<file path="config.mk">
export PLATFORM = sky130hd
export DESIGN_NAME = period_meter
export DESIGN_NICKNAME = d
export VERILOG_FILES = /design/src/rtl/period_meter.sv
export SDC_FILE = /design/constraint.sdc
export NUM_CORES = 1
export LEC_CHECK = 0
export CORE_UTILIZATION = 50
export DETAILED_ROUTE_END_ITERATION = 8
export GPL_TIMING_DRIVEN = 0
export PLACE_DENSITY = 0.88
export SYNTH_ARGS = -nofsm -noshare
export SYNTH_HDL_FRONTEND = slang
export SYNTH_SLANG_ARGS = --single-unit
</file>
<file path="constraint.sdc">
create_clock -name clk -period 2.2 [get_ports clk]
set_clock_uncertainty 0.2 [all_clocks]
set_input_delay 0.22 -clock clk [delete_from_list [all_inputs] [get_ports clk]]
set_output_delay 0.22 -clock clk [all_outputs]
set_load 0.05 [all_outputs]
</file>
<file path="src/rtl/period_meter.sv">
// Measures period and high time of a slow asynchronous square wave in clk cycles.
// Optional high-time capture is compiled in with PERIOD_METER_DUTY_EN.
module period_meter #(
    parameter int CNT_W   = 27,
    parameter int TIMEOUT = 100_000_000
) (
    input  logic             clk,
    input  logic             rst,
    input  logic             sig_in,
    output logic [CNT_W-1:0] period,
    output logic [CNT_W-1:0] high_time,
    output logic             period_valid,
    output logic             timeout
);

    localparam logic [CNT_W-1:0] TIMEOUT_CNT = CNT_W'(TIMEOUT);
    localparam logic [CNT_W-1:0] ONE_CNT     = CNT_W'(1);

    typedef enum logic [1:0] {
        ARM,
        MEASURE,
        STALLED
    } state_t;

    state_t           state;
    logic             s1;
    logic             s2;
    logic             s3;
    logic             rise;
    logic [CNT_W-1:0] cnt;

    assign rise = s2 & ~s3;

`ifdef PERIOD_METER_DUTY_EN
    logic             fall;
    logic [CNT_W-1:0] hi_tmp;

    assign fall = ~s2 & s3;

    // Only falls that follow an armed rise belong to a period we will report.
    always_ff @(posedge clk) begin
        if (rst) begin
            hi_tmp <= '0;
        end else if (state == MEASURE && fall) begin
            hi_tmp <= cnt;
        end
    end

    always_ff @(posedge clk) begin
        if (rst) begin
            high_time <= '0;
        end else if (state == MEASURE && rise) begin
            high_time <= hi_tmp;
        end
    end
`else
    assign high_time = '0;
`endif

    // The counter saturates at TIMEOUT, which also makes it hold while stalled.
    always_ff @(posedge clk) begin
        if (rst) begin
            s1           <= 1'b0;
            s2           <= 1'b0;
            s3           <= 1'b0;
            cnt          <= '0;
            state        <= ARM;
            period       <= '0;
            period_valid <= 1'b0;
            timeout      <= 1'b0;
        end else begin
            s1           <= sig_in;
            s2           <= s1;
            s3           <= s2;
            period_valid <= 1'b0;

            if (rise) begin
                cnt <= ONE_CNT;
            end else if (cnt != TIMEOUT_CNT) begin
                cnt <= cnt + ONE_CNT;
            end

            case (state)
                ARM: begin
                    if (rise) begin
                        state <= MEASURE;
                    end
                end
                MEASURE: begin
                    if (rise) begin
                        period       <= cnt;
                        period_valid <= 1'b1;
                    end else if (cnt == TIMEOUT_CNT) begin
                        state   <= STALLED;
                        timeout <= 1'b1;
                    end
                end
                STALLED: begin
                    if (rise) begin
                        timeout <= 1'b0;
                        state   <= MEASURE;
                    end
                end
                default: begin
                    state <= ARM;
                end
            endcase
        end
    end

endmodule

</file>
==> load_flow_metrics.sql, run 1 <==
INSERT INTO impl_metrics (metric_group, metric, value, unit) VALUES
('grt', 'first_global_vias', '2271', ''),
('power_and_ir_drop', 'power_switching_share', '23.5', '%'),
('timing', 'worst_slew_pin_slew', '661', 'ps'),
('logic_synthesis', 'synthDominantCellAreaShare', '42.8', '%'),
('timing', 'setup_violations', '0', ''),
('logic_synthesis', 'synth.largest_area_cell', 'dfxtp_1', ''),
('cells_and_area', 'area_growth', '25.4', '%'),
('placed_design', 'placedInstanceArea', '3340', 'um^2'),
('timing', 'share_of_the_clock_period_used_by_the_worst_path', '92.0', '%'),
('grt', 'grt-ovfl-total', '0', ''),
('clock_network', 'clock_path_buffers', '2', ''),
('placed_design', 'gpl.final_weighted_congestion', '0.860', ''),
('critical_path', 'required', '2270', 'ps'),
('grt', 'number_of_antenna_violations_at_the_first_check_in_global_routing', '0', ''),
('drt', 'drt_drc_violations_left', '0', ''),
('placed_design', 'place.port_buffers', '30', ''),
('floorplan', 'top_level_ports', '59', ''),
('logic_synthesis', 'synthTopCellsByArea', 'dfxtp_1 43%, nand2_1 7.9%, buf_4 7.6%', ''),
('critical_path', 'crit_path_end_kind', 'flip-flop', ''),
('cells_and_area', 'final_nets', '410', ''),
('clock_network', 'cts-buffers-inserted', '9', ''),
('clock_network', 'tritoncts', 'done', ''),
('grt', 'maximum_number_of_pins_on_one_net_before_global_route_repair', '11', ''),
('floorplan', 'floorplan.die.width', '77.5', 'um'),
('drt', 'routed_wire_length_per_instance', '12.6', 'um'),
('timing', 'finalSetupTns', '0', 'ps'),
('timing', 'timing.fmax', '0.494', 'GHz'),
('critical_path', 'critical-path-top-delay-family', 'simple AND/OR/NAND/NOR gates', ''),
('timing', 'min_period', '2020', 'ps'),
('clock_network', 'post-cts-setup-buffers', '0', ''),
('timing', 'timing.final.ws_setup', '177', 'ps'),
('critical_path', 'worstPathCellList', 'inv_1, ha_1, nor4b_2, nand4_2, or4_1, a21oi_1', ''),
('logic_synthesis', 'postSynth.topFlopCell', 'dfxtp_1', ''),
('critical_path', 'timing.critical_path.from_type', 'flip-flop', ''),
('logic_synthesis', 'synth.avg_cell_area', '8.43', 'um^2'),
('timing', 'fin_hold_ws', '65.5', 'ps'),
('drt', 'route.vias.total', '2467', ''),
('floorplan', 'placementRows', '27', ''),
('logic_synthesis', 'synth_edf_count', '0', ''),
('hold_path', 'timing.hold.worst.class', 'primary input to flip-flop', ''),
('logic_synthesis', 'post_syn_instances', '338', ''),
('floorplan', 'fp.dieArea', '6010', 'um^2'),
('critical_path', 'cp.buffers_inverters', '1', ''),
('clock_network', 'root_buffer_master', 'clkbuf_8', ''),
('placed_design', 'dp_hpwl', '4.41', 'mm'),
('floorplan', 'coreArea', '5510', 'um^2'),
('run', 'max_cap_viol_count', '0', ''),
('critical_path', 'slowest_stage', 'or4_1', ''),
('timing', 'timing.slew.headroom', '55.6', '%'),
('logic_synthesis', 'postSynthRegisterBits', '61', ''),
('timing', 'finalHoldViolations', '0', ''),
('cells_and_area', 'finalInstanceArea', '3570', 'um^2'),
('power_and_ir_drop', 'seqPwrFrac', '45.9', '%'),
('logic_synthesis', 'post_synth_num_cell_types', '47', ''),
('placed_design', 'post-place-ws', '150', 'ps'),
('grt', 'grt_use_total', '21.7', '%'),
('power_and_ir_drop', 'maximum_vdd_drop', '467', 'uV'),
('clock_network', 'cts.sinks', '61', ''),
('clock_network', 'clk_transition_reported_paths', '70', 'ps'),
('floorplan', 'floorplan.die.height', '77.5', 'um'),
('run_status', 'status', 'finished, final reports clean', ''),
('power_and_ir_drop', 'p_int', '1.87', 'mW'),
('logic_synthesis', 'synth_top_cells_by_count', '61 x dfxtp_1, 60 x nand2_1, 40 x a21oi_1, 29 x buf_4, 15 x nor2_1', ''),
('logic_synthesis', 'yosysSeqAreaShare', '42.8', '%'),
('logic_synthesis', 'ys_async_sr_fraction', '0', '%'),
('critical_path', 'worstSetupPathType', 'flip-flop to flip-flop', ''),
('placed_design', 'placedCellCount', '466', ''),
('timing', 'final-max-slew-violation-count', '0', ''),
('power_and_ir_drop', 'p_per_area', '683', 'nW/um^2'),
('cells_and_area', 'layoutNonFillerInstCount', '482', ''),
('drt', 'drt_first_pass_iters', '5', '');
## worst paths after layout
kind	startpoint	end	slack [ps]	cells past startpoint
worst min register to register	s1$_SDFF_PP0_	s2$_SDFF_PP0_	240	1
worst max-delay path	cnt[1]$_SDFFE_PP0P_	timeout$_SDFFE_PP0P_	180	6
worst max register to register	cnt[1]$_SDFFE_PP0P_	timeout$_SDFFE_PP0P_	180	6
worst min-delay path	rst	s2$_SDFF_PP0_	70	2
## cell families (layout without fill, tap and decap cells)
kind of cell             Yosys count  in the layout  share of synthesized area (%)
AO/OA/AOI/OAI                     63             63                           12.6
XOR/XNOR                          11             11                           3.38
adder cells (fa/ha/maj)            2              2                          0.878
buffers and inverters             52             98                           11.6
flip-flops                        61             61                           42.8
other                              1             27                          0.132
AND/OR/NAND/NOR                  148            148                           28.6
## routing by layer
metal | vias up | track usage [%] | share of wire, %
li1 | 1254 | - | -
met1 | 1139 | 26.7 | 45
met2 | 66 | 36.5 | 49
met3 | 8 | 4.94 | 4.0
met4 | 0 | 8.87 | 1.5
met5 | - | 0 | 0
## stage by stage
stage                     power, mW  utilization (%)
final                          2.44             64.9
after global routing           2.53             64.9
after CTS                      2.45             64.7
after detailed placement       1.35             60.6
after global placement         1.35             60.6
after floorplan                1.33                -
## cell usage in the layout (no fill, tap or decap), types with 8 or more instances in the layout
master and instances:
nand2_1 60, dfxtp_1 60, a21oi_1 40, clkdlybuf4s50_1 30, buf_4 29, conb_1 27
nor2_1 15, clkbuf_1 12, nand3_1 11, clkbuf_8 11, nand4_1 10, o21ai_0 9
xor2_1 8
## registers in the layout, summed over array words and instances, names as in the netlist
signal	count
state	2
timeout	1
period_valid	1
cnt	27
s1	1
period	27
s2	1
s3	1
## final cells by class
| class | instances | area [um^2] |
|---|---|---|
| Multi-Input combinational cell | 251 | 1400 |
| Clock inverter | 4 | 70.1 |
| Inverter | 5 | 18.8 |
| Timing Repair Buffer | 30 | 300 |
| Tap cell | 72 | 90.1 |
| Sequential cell | 61 | 1220 |
| Clock buffer | 12 | 155 |
| Buffer | 47 | 313 |
| Fill cell | 488 | 1930 |
## power groups by stage
stage                     Combinational, mW  Sequential [mW]  Clock, mW
final                                 0.205             1.12       1.11
after global routing                  0.218             1.12       1.19
after CTS                             0.204             1.12       1.13
after detailed placement              0.203             1.14          0
after global placement                0.201             1.14          0
after floorplan                       0.186             1.14          0
## repair_timing
item                       in CTS  in global routing
setup endpoints to repair       0                  2
gates resized for setup         0                  3
hold buffers                    0                  0
Note: power is estimated with default switching activity, not from simulation.
==> run 2: changes to the inputs <==
- ABC_CLOCK_PERIOD_IN_PS: unset -> 2200
==> results of run 2 <==
The final DEF is identical to that of run 1; final timing and power are the same.
==> run 3: changes to the inputs <==
- CORE_ASPECT_RATIO: unset -> 0.6
==> run 3 against run 2 <==
First-iteration DRC count down 30%. Combinational power rose by 2%. Sequential share of layout area rose by 0.35 points. Register-to-register slack got worse by 20 ps. Count of clock-buffer cells in the layout stayed put. Setup slack got worse by 15 ps. Sequential power hardly changed. Highest routed layer unchanged.
==> load_flow_metrics.sql, run 3 (synthesis results as in run 1) <==
INSERT INTO impl_metrics (metric_group, metric, value, unit) VALUES
('run_status', 'status', 'finished, final reports clean', ''),
('drt', 'viasPerCell', '5.07', ''),
('placed_design', 'gpl.final_weighted_congestion', '0.920', ''),
('hold_path', 'timing.hold.worst.class', 'primary input to flip-flop', ''),
('drt', 'route.vias.total', '2470', ''),
('hold_path', 'hold_wc_startpoint', 'rst', ''),
('critical_path', 'critical_path_peak_fanout', '7', ''),
('timing', 'rsz0062_at_grt', 'no', ''),
('clock_network', 'tritoncts', 'done', ''),
('timing', 'finalSetupTns', '0', 'ps'),
('drt', 'routed_wirelength', '6.50', 'mm'),
('timing', 'min_period', '2040', 'ps'),
('grt', 'grt_use_total', '23.4', '%'),
('clock_network', 'max_h_tree_level', '3', ''),
('timing', 'setup_violations', '0', ''),
('timing', 'share_of_the_clock_period_used_by_the_worst_path', '92.7', '%'),
('critical_path', 'worstPathCellList', 'inv_1, ha_1, nor4b_2, nand4_2, or4_1, a21oi_1', ''),
('floorplan', 'coreArea', '5280', 'um^2'),
('timing', 'timing.slew.headroom', '58.3', '%'),
('grt', 'first_global_vias', '2168', ''),
('critical_path', 'crit-reg2reg-launch', 'cnt[1]$_SDFFE_PP0P_', ''),
('cells_and_area', 'final_nets', '412', ''),
('clock_network', 'clk_latency', '340', 'ps'),
('critical_path', 'worstPathArrival', '2110', 'ps'),
('critical_path', 'worst_setup_path_startpoint', 'cnt[1]$_SDFFE_PP0P_', ''),
('drt', 'drt_first_pass_iters', '4', ''),
('cells_and_area', 'antennaDiodeCount', '0', ''),
('floorplan', 'placementRows', '20', ''),
('cells_and_area', 'layoutNonFillerInstCount', '487', ''),
('placed_design', 'place.port_buffers', '30', ''),
('critical_path', 'worstSetupPathType', 'flip-flop to flip-flop', ''),
('drt', 'route.antenna.remaining_nets', '0', ''),
('placed_design', 'dp_hpwl', '4.69', 'mm'),
('floorplan', 'fp.dieArea', '6020', 'um^2'),
('grt', 'number_of_antenna_violations_at_the_first_check_in_global_routing', '0', ''),
('floorplan', 'floorplan.die.height', '60.5', 'um'),
('timing', 'timing.fmax', '0.491', 'GHz'),
('power_and_ir_drop', 'p_per_area', '620', 'nW/um^2'),
('clock_network', 'cts-buffers-inserted', '9', ''),
('timing', 'fin_hold_ws', '75.3', 'ps'),
('grt', 'maximum_number_of_pins_on_one_net_before_global_route_repair', '11', ''),
('floorplan', 'initial_core_util', '54.0', '%'),
('cells_and_area', 'most-common-layout-cells', '60 x nand2_1, 60 x dfxtp_1, 40 x a21oi_1, 31 x buf_4, 30 x clkdlybuf4s50_1', ''),
('timing', 'worst_slew_pin_slew', '620', 'ps'),
('clock_network', 'clock_path_buffers', '2', ''),
('grt', 'grt-ovfl-total', '0', ''),
('cells_and_area', 'layout-drive-gt1-share', '17.1', '%'),
('floorplan', 'top_level_ports', '59', ''),
('clock_network', 'root_buffer_master', 'clkbuf_8', ''),
('critical_path', 'required', '2270', 'ps'),
('drt', 'routed_wire_length_per_instance', '13.4', 'um'),
('power_and_ir_drop', 'maximum_vdd_drop', '461', 'uV'),
('timing', 'final-max-slew-violation-count', '0', ''),
('timing', 'finalHoldViolations', '0', ''),
('drt', 'detailedRoute.firstIterationViolations', '106', ''),
('cells_and_area', 'area_growth', '24.1', '%'),
('clock_network', 'cts.sinks', '61', ''),
('placed_design', 'placedCellCount', '471', ''),
('clock_network', 'clk_transition_reported_paths', '60', 'ps'),
('grt', 'wire_length_of_the_first_global_routing_pass', '10.7', 'mm'),
('critical_path', 'cp_slowest_stage_delay', '560', 'ps'),
('run', 'max_cap_viol_count', '0', ''),
('power_and_ir_drop', 'total_leakage_power', '1.31', 'nW'),
('floorplan', 'floorplan.die.width', '99.5', 'um'),
('cells_and_area', 'top_regs', 'cnt (27), period (27), state (2)', ''),
('critical_path', 'timing.critical_path.from_type', 'flip-flop', ''),
('drt', 'drt_drc_violations_left', '0', ''),
('critical_path', 'slowest_stage', 'or4_1', ''),
('critical_path', 'crit_path_end_kind', 'flip-flop', '');
[run 3: metal layers]
| layer | part of all wire, % | wire (um) | track usage (%) | up-vias |
|---|---|---|---|---|
| met3 | 6.9 | 447 | 9.79 | 5 |
| met2 | 43 | 2780 | 35.1 | 71 |
| li1 | - | - | - | 1252 |
| met5 | 0 | 0 | 0 | - |
| met1 | 50 | 3230 | 31.9 | 1142 |
| met4 | 0.66 | 43 | 4.83 | 0 |
[run 3: metrics by stage]
| step | setup slack [ps] | power (mW) | area (um^2) | utilization (%) |
|---|---|---|---|---|
| final | 161 | 2.19 | 3540 | 67.0 |
| after global routing | 30.4 | 2.28 | 3540 | 67.0 |
| after CTS | 43.6 | 2.20 | 3510 | 66.5 |
| after detailed placement | 98.7 | 1.35 | 3340 | 63.3 |
| after global placement | 141 | 1.35 | 3340 | 63.3 |
| after floorplan | 377 | 1.33 | 2950 | - |
[run 3: report_power, final]
group / switching [mW] / total, mW / internal (mW)
registers: 0.00774 / 1.12 / 1.11
logic: 0.151 / 0.209 / 0.0587
clock network: 0.408 / 0.862 / 0.454
total: 0.567 / 2.19 / 1.63
[run 3: cell type report]
cell class	count	area, um^2
Fill cell	436	1740
Multi-Input combinational cell	251	1410
Sequential cell	61	1220
Timing Repair Buffer	32	315
Buffer	47	313
Clock buffer	12	155
Tap cell	77	96.3
Inverter	5	18.8
Clock inverter	2	10.0
[run 3: critical path: cells and delay by family (launching register included)]
kind | cells | cell delay (ps)
AND/OR/NAND/NOR | 3 | 1010
buffers and inverters | 1 | 90
AO/OA/AOI/OAI | 1 | 150
adder cells (fa/ha/maj) | 1 | 180
flip-flops | 1 | 350
[run 3: final timing paths]
path	end	slack [ps]	depth (start not counted)
worst max-delay path	timeout$_SDFFE_PP0P_	160	6
worst max register to register	timeout$_SDFFE_PP0P_	160	6
worst min register to register	s2$_SDFF_PP0_	240	1
worst min-delay path	s2$_SDFF_PP0_	80	2
[run 3: repair_timing]
| item | CTS | global route |
|---|---|---|
| gates resized for setup | 0 | 4 |
| endpoints found under the setup margin | 0 | 6 |
| hold buffers | 0 | 0 |
| buffers inserted | 0 | 2 |
